<file path="config.mk">
export PLATFORM = sky130hd
export DESIGN_NAME = fwd_axis_reader
export DESIGN_NICKNAME = d
export VERILOG_FILES = /design/src/rtl/fwd_axis_reader_pkg.sv /design/src/rtl/fwd_axis_reader_out_fifo.sv /design/src/rtl/fwd_axis_reader.sv
export SDC_FILE = /design/constraint.sdc
export NUM_CORES = 1
export LEC_CHECK = 0
export CORE_MARGIN = 5
export CORE_UTILIZATION = 50
export DETAILED_ROUTE_END_ITERATION = 12
export PLACE_DENSITY = 0.7
export SETUP_SLACK_MARGIN = 0.1
export SLEW_MARGIN = 20
export SYNTH_ARGS = -nofsm -noshare
export SYNTH_HDL_FRONTEND = slang
export SYNTH_SLANG_ARGS = --single-unit
</file>
<file path="constraint.sdc">
create_clock -name clk -period 5.2 [get_ports clk]
set_clock_uncertainty 0.05 [all_clocks]
set_input_delay 1.04 -clock clk [delete_from_list [all_inputs] [get_ports clk]]
set_output_delay 1.04 -clock clk [all_outputs]
set_load 0.005 [all_outputs]
</file>
<file path="src/rtl/fwd_axis_reader_pkg.sv">
// Shared definitions for the forwarder-side AXI-Stream packet reader:
// FSM encoding, byte-count helper and last-beat keep mask.
`ifndef FWD_CLOG2
`define FWD_CLOG2(x) (((x) <= 1) ? 1 : $clog2(x))
`endif

package fwd_axis_reader_pkg;

  typedef enum logic [2:0] {
    ST_IDLE,
    ST_SETTLE,
    ST_READ,
    ST_DRAIN,
    ST_FINISH
  } state_t;

  localparam int unsigned MAX_BYTES = 128;

  function automatic int unsigned bytes_of(input int unsigned dw);
    return dw / 8;
  endfunction

  // Byte 0 sits in the MSB lane, so a partial beat keeps the top 'rem' lanes.
  function automatic logic [MAX_BYTES-1:0] last_keep(input logic [7:0] rem,
                                                     input int unsigned nbytes);
    logic [MAX_BYTES-1:0] m;
    m = '0;
    for (int unsigned i = 0; i < MAX_BYTES; i++) begin
      if ((i < nbytes) && ((rem == 8'd0) || (i >= nbytes - {24'd0, rem})))
        m[i] = 1'b1;
    end
    return m;
  endfunction

endpackage

</file>
<file path="src/rtl/fwd_axis_reader_out_fifo.sv">
// First-word-fall-through synchronous FIFO buffering packet words ahead of
// the AXI-Stream output; accepts a push while full if a pop happens too.
module fwd_out_fifo
  import fwd_axis_reader_pkg::*;
#(
  parameter int unsigned WIDTH = 8,
  parameter int unsigned DEPTH = 4
) (
  input  logic                         clk,
  input  logic                         rst,
  input  logic                         push,
  input  logic [WIDTH-1:0]             push_data,
  input  logic                         pop,
  output logic [WIDTH-1:0]             pop_data,
  output logic                         full,
  output logic                         empty,
  output logic [$clog2(DEPTH+1)-1:0]   count
);
  localparam int unsigned PW = `FWD_CLOG2(DEPTH);
  localparam int unsigned CW = $clog2(DEPTH + 1);

  logic [WIDTH-1:0] mem_q [DEPTH];
  logic [PW-1:0]    wr_ptr_q, wr_ptr_d;
  logic [PW-1:0]    rd_ptr_q, rd_ptr_d;
  logic [CW-1:0]    count_q, count_d;
  logic             do_push, do_pop;

  function automatic logic [PW-1:0] bump(input logic [PW-1:0] p);
    return (p == PW'(DEPTH - 1)) ? '0 : p + 1'b1;
  endfunction

  always_comb begin
    do_pop   = pop && (count_q != '0);
    do_push  = push && ((count_q != CW'(DEPTH)) || do_pop);
    wr_ptr_d = do_push ? bump(wr_ptr_q) : wr_ptr_q;
    rd_ptr_d = do_pop ? bump(rd_ptr_q) : rd_ptr_q;
    count_d  = count_q + CW'(do_push) - CW'(do_pop);
  end

  always_ff @(posedge clk) begin
    if (rst) begin
      wr_ptr_q <= '0;
      rd_ptr_q <= '0;
      count_q  <= '0;
    end else begin
      wr_ptr_q <= wr_ptr_d;
      rd_ptr_q <= rd_ptr_d;
      count_q  <= count_d;
    end
  end

  always_ff @(posedge clk) begin
    if (do_push) mem_q[wr_ptr_q] <= push_data;
  end

  assign pop_data = mem_q[rd_ptr_q];
  assign full     = (count_q == CW'(DEPTH));
  assign empty    = (count_q == '0);
  assign count    = count_q;

endmodule

</file>
<file path="src/rtl/fwd_axis_reader.sv">
// Claims a finished packet from the forwarder arbiter, reads it out of packet
// memory under a credit limit and streams it as AXI-Stream with the reorder tag.
module fwd_axis_reader
  import fwd_axis_reader_pkg::*;
#(
  parameter int unsigned PACKMEM_ADDR_WIDTH = 8,
  parameter int unsigned PACKMEM_DATA_WIDTH = 64,
  parameter int unsigned PLEN_WIDTH         = 32,
  parameter int unsigned TAG_WIDTH          = 6,
  parameter int unsigned SEL_LAT            = 1,
  parameter int unsigned FIFO_DEPTH         = 4
) (
  input  logic                              clk,
  input  logic                              rst,
  output logic [PACKMEM_ADDR_WIDTH-1:0]     addr,
  output logic                              rd_en,
  input  logic [PACKMEM_DATA_WIDTH-1:0]     rd_data,
  input  logic [TAG_WIDTH-1:0]              rd_reorder_tag,
  input  logic                              rd_data_vld,
  input  logic [PLEN_WIDTH-1:0]             byte_len,
  output logic                              done,
  input  logic                              rdy,
  output logic                              ack,
  output logic [PACKMEM_DATA_WIDTH-1:0]     m_tdata,
  output logic [PACKMEM_DATA_WIDTH/8-1:0]   m_tkeep,
  output logic                              m_tlast,
  output logic [TAG_WIDTH-1:0]              m_tuser,
  output logic                              m_tvalid,
  input  logic                              m_tready
);
  localparam int unsigned AW    = PACKMEM_ADDR_WIDTH;
  localparam int unsigned DW    = PACKMEM_DATA_WIDTH;
  localparam int unsigned BYTES = bytes_of(DW);
  localparam int unsigned LW    = PLEN_WIDTH + 1;
  localparam int unsigned NWW   = AW + 1;
  localparam int unsigned CW    = $clog2(FIFO_DEPTH + 1);
  localparam int unsigned CSW   = CW + 1;
  localparam int unsigned SW    = `FWD_CLOG2(SEL_LAT + 1);
  localparam int unsigned FW    = DW + BYTES + 1 + TAG_WIDTH;
  localparam logic [LW-1:0] MAX_WORDS = LW'(1) << AW;

  state_t                state_q, state_d;
  logic [SW-1:0]         cnt_q, cnt_d;
  logic [NWW-1:0]        nwords_q, nwords_d;
  logic [NWW-1:0]        rd_idx_q, rd_idx_d;
  logic [NWW-1:0]        ret_idx_q, ret_idx_d;
  logic [CW-1:0]         outst_q, outst_d;
  logic [BYTES-1:0]      keep_last_q, keep_last_d;
  logic [TAG_WIDTH-1:0]  tag_q, tag_d;

  logic [PLEN_WIDTH-1:0] len_rem;
  logic [LW-1:0]         len_words;
  logic                  credit, push, pop, push_last;
  logic                  fifo_full, fifo_empty;
  logic [CW-1:0]         fifo_count;
  logic [FW-1:0]         push_word, pop_word;

  // Words are pushed only for reads we actually issued; stray returns are dropped.
  assign push      = rd_data_vld && (outst_q != '0);
  assign pop       = m_tvalid && m_tready;
  assign push_last = (ret_idx_q == nwords_q - 1'b1);
  assign push_word = {rd_data, push_last ? keep_last_q : {BYTES{1'b1}}, push_last, tag_q};
  assign credit    = ({1'b0, fifo_count} + {1'b0, outst_q}) < CSW'(FIFO_DEPTH);
  assign len_rem   = byte_len % PLEN_WIDTH'(BYTES);
  assign len_words = LW'(byte_len / PLEN_WIDTH'(BYTES)) + LW'(len_rem != '0);
  assign addr      = rd_idx_q[AW-1:0];

  always_comb begin
    state_d     = state_q;
    cnt_d       = cnt_q;
    nwords_d    = nwords_q;
    keep_last_d = keep_last_q;
    tag_d       = tag_q;
    rd_idx_d    = rd_idx_q;
    ret_idx_d   = push ? ret_idx_q + 1'b1 : ret_idx_q;
    ack         = 1'b0;
    rd_en       = 1'b0;
    done        = 1'b0;
    case (state_q)
      ST_IDLE: begin
        ack = 1'b1;
        if (rdy) begin
          state_d   = ST_SETTLE;
          cnt_d     = SW'(SEL_LAT);
          rd_idx_d  = '0;
          ret_idx_d = '0;
        end
      end
      ST_SETTLE: begin
        if (cnt_q <= SW'(1)) begin
          tag_d = rd_reorder_tag;
          // Oversized packets are cut to the address space, sent as full beats.
          if (len_words > MAX_WORDS) begin
            nwords_d    = NWW'(MAX_WORDS);
            keep_last_d = '1;
          end else begin
            nwords_d    = NWW'(len_words);
            keep_last_d = BYTES'(last_keep(8'(len_rem), BYTES));
          end
          state_d = (byte_len == '0) ? ST_FINISH : ST_READ;
        end else begin
          cnt_d = cnt_q - 1'b1;
        end
      end
      ST_READ: begin
        if (credit) begin
          rd_en    = 1'b1;
          rd_idx_d = rd_idx_q + 1'b1;
          if (rd_idx_d == nwords_q) state_d = ST_DRAIN;
        end
      end
      ST_DRAIN: begin
        if ((outst_q == '0) && pop && m_tlast) state_d = ST_FINISH;
      end
      ST_FINISH: begin
        done    = 1'b1;
        state_d = ST_IDLE;
      end
      default: state_d = ST_IDLE;
    endcase
    outst_d = outst_q + CW'(rd_en) - CW'(push);
  end

  always_ff @(posedge clk) begin
    if (rst) begin
      state_q   <= ST_IDLE;
      cnt_q     <= '0;
      rd_idx_q  <= '0;
      ret_idx_q <= '0;
      outst_q   <= '0;
    end else begin
      state_q   <= state_d;
      cnt_q     <= cnt_d;
      rd_idx_q  <= rd_idx_d;
      ret_idx_q <= ret_idx_d;
      outst_q   <= outst_d;
    end
  end

  always_ff @(posedge clk) begin
    nwords_q    <= nwords_d;
    keep_last_q <= keep_last_d;
    tag_q       <= tag_d;
  end

  fwd_out_fifo #(
    .WIDTH (FW),
    .DEPTH (FIFO_DEPTH)
  ) u_fifo (
    .clk       (clk),
    .rst       (rst),
    .push      (push),
    .push_data (push_word),
    .pop       (pop),
    .pop_data  (pop_word),
    .full      (fifo_full),
    .empty     (fifo_empty),
    .count     (fifo_count)
  );

  assign m_tvalid = !fifo_empty;
  assign {m_tdata, m_tkeep, m_tlast, m_tuser} = pop_word;

  a_no_stray_vld: assert property (@(posedge clk) disable iff (rst)
    !(rd_data_vld && (outst_q == '0)));
  a_no_overflow: assert property (@(posedge clk) disable iff (rst)
    !(push && fifo_full && !pop));

endmodule
</file>
==> results.json <==
{
  "drive_gt1_share_pct": 15.0,
  "first_pass_iters": 5,
  "crit_top_cell": "ha_1",
  "leakage_nw": 5.90,
  "setup_viol": 0,
  "path_class": "in2reg",
  "cts.sinks": 372,
  "cts_resized": 0,
  "cpPeakStageDelay_ps": 680,
  "multiInputGateArea_sq_um": 4160,
  "reg2reg_depth": 9,
  "crit_fanout": 8,
  "grt_max_degree": 58,
  "worstSetupEndpointType": "flip-flop",
  "synthTopCellsByCount": "edfxtp_1 (339), mux4_2 (79), nor2_1 (54), xnor2_1 (35), dfxtp_1 (33)",
  "cts_htree_levels": 2,
  "syn2layout_area_growth_pct": 23.4,
  "worstPathRequired_ps": 5400,
  "track_usage_pct": 18.2,
  "drv_slew": 0,
  "fin_nets": 1216,
  "dp_hpwl_mm": 20.5,
  "ys_seq_area_share_pct": 70.8,
  "cp_data_arrival_time_ps": 4800,
  "synthTopCellsByArea": "edfxtp_1 (66%), mux4_2 (12%), dfxtp_1 (4.3%)",
  "die-height_um": 185,
  "slowest_stage": "or4_1",
  "hold_class": "reg2reg",
  "rsz0062_at_grt": "no",
  "clk_path_buf_depth": 3,
  "fillerInstances": 2263,
  "num_io_pins": 198,
  "synth_edf_count": 339,
  "cap_violations": 0,
  "power_mw": 7.82,
  "routabilityCongestion": 0.845,
  "insertion_delay_ps": 510,
  "finalWirelength_mm": 31.1,
  "powerDensity_nw_per_um2": 414,
  "timing.final.crit_share_pct": 88.6,
  "grt_pass1_vias": 8853,
  "relSlewSlack_pct": 41.1,
  "critPathLaunchType": "primary input",
  "cts_made_buffers": 38,
  "grt_pass1_wl_mm": 48.8,
  "drt_iter0_markers": 529,
  "synth_top_area_share_pct": 66.5,
  "die-area_sq_um": 34200,
  "regArea_sq_um": 10800,
  "fp.dieW_um": 185,
  "ant_nets": 0,
  "num_rows": 64,
  "status": "finished, final reports clean",
  "hold_viol": 0,
  "period_minus_slack_ps": 4610,
  "hold_path_depth": 2,
  "path_cells": "clkdlybuf4s50_1 -> inv_1 -> ha_1 -> ha_1 -> inv_1 -> ha_1 -> ha_1 -> and4_1 -> nand3_1 -> a2111oi_0 -> o21a_1 -> nand4_1 -> or4_1 -> or3_1",
  "antenna_found_initial": 0,
  "synth_area_per_cell_sq_um": 17.5,
  "synth_top_flop_cell": "edfxtp_1",
  "cts.clk_slew.worst_paths_ps": 60,
  "start_util_pct": 50.3,
  "synth_nets": 1006,
  "setup_tns_ps": 0,
  "ir_drop_mv": 0.196,
  "tightest_slew_ps": 880,
  "holdBufCountCts": 0,
  "synth_area_sq_um": 15300,
  "portBuffers": 197,
  "grt_overflow": 0,
  "synth.most_common_cell": "edfxtp_1",
  "max_freq_ghz": 0.217,
  "synth_largest_area_cell": "edfxtp_1",
  "syn_inst": 876,
  "ys_ff_latch": 372,
  "ys.warnings.count": 0,
  "num_vias": 8438,
  "antenna_cells": 0,
  "drc": 0,
  "wl_per_cell_um": 20.6,
  "post_cts_buffers": 0,
  "ys_async_sr_fraction_pct": 0,
  "viasPerCell": 5.59,
  "cts-root-buf": "clkbuf_16",
  "fp.coreArea_sq_um": 30400,
  "yosys.cell_types.count": 54,
  "cts_tree": "built"
}
-- critical path, delay by kind of cell --
kind / cells / cell delay, ps
AO/OA/AOI/OAI: 2 / 510
buffers and inverters: 3 / 660
AND/OR/NAND/NOR: 5 / 1710
adder cells (fa/ha/maj): 4 / 890
-- power by group --
part | internal [mW] | total [mW] | switching (mW) | leakage, nW
clock network | 1.39 | 2.42 | 1.03 | 0.543
logic | 0.963 | 1.69 | 0.723 | 2.14
registers | 3.57 | 3.72 | 0.148 | 3.22
total | 5.92 | 7.82 | 1.90 | 5.90
-- cell usage in the layout, fill, tap and decap left out, types with 18 or more instances in the layout --
cell type / n
a21oi_1: 19
clkbuf_16: 39
nand2_1: 20
dfxtp_1: 31
edfxtp_1: 339
clkdlybuf4s50_1: 197
inv_1: 26
nor2_1: 53
mux4_2: 79
nand3_1: 20
xnor2_1: 35
xor2_1: 18
ha_1: 21
-- path summary, 6_finish.rpt --
path,start,to,slack [ps]
worst max register to register,nwords_q[0],u_fifo.mem_q[0][11],2160
worst min-delay path,u_fifo.rd_ptr_q[1],flip-flop,420
worst min register to register,u_fifo.rd_ptr_q[1],flip-flop,420
worst max-delay path,byte_len[0],keep_last_q[5],590
-- sequential cells by signal, indices dropped and copies added, names as in the netlist, 3 cells and up, named ones only --
signal and cells:
keep_last_q 8, nwords_q 9, outst_q 3, rd_idx_q 9
ret_idx_q 9, state_q 3, tag_q 6, u_fifo.count 3
u_fifo.mem_q 316
-- kinds of logic after synthesis --
kind of cell,synth area share [%]
flip-flops,70.8
AND/OR/NAND/NOR,7.29
multiplexers,12.0
buffers and inverters,2.08
AO/OA/AOI/OAI,2.84
XOR/XNOR,3.03
adder cells (fa/ha/maj),1.98
-- layout make-up --
class | instances | share of cell area (%)
clock buffers | 50 | 5.44
clock inverters | 17 | 0.404
flip-flops and latches | 372 | 57.4
multi-input cells | 432 | 22.0
inverters | 26 | 0.517
well taps | 396 | 2.62
repair buffers | 216 | 11.5
-- layer usage --
metal	vias up	GRT usage (%)	share of wire, %
li1	3909	-	-
met1	4270	24.9	43
met2	220	30.9	50
met3	39	3.38	5.9
met4	0	4.11	1.6
met5	-	0	0
-- per-stage QoR --
step / setup WS, ps / instances / cell area (sq um) / hold WS, ps / util [%]
2_1_floorplan: 798 / 876 / 15300 / 404 / -
3_3_place_gp: 216 / 1442 / 17800 / 406 / 58.4
3_5_place_dp: 124 / 1442 / 17800 / 410 / 58.4
4_1_cts: 639 / 1509 / 18900 / 419 / 62.1
5_1_grt: 255 / 1509 / 18900 / 456 / 62.1
6_report: 593 / 1509 / 18900 / 416 / 62.1
Power figures use the tool's default switching activity.
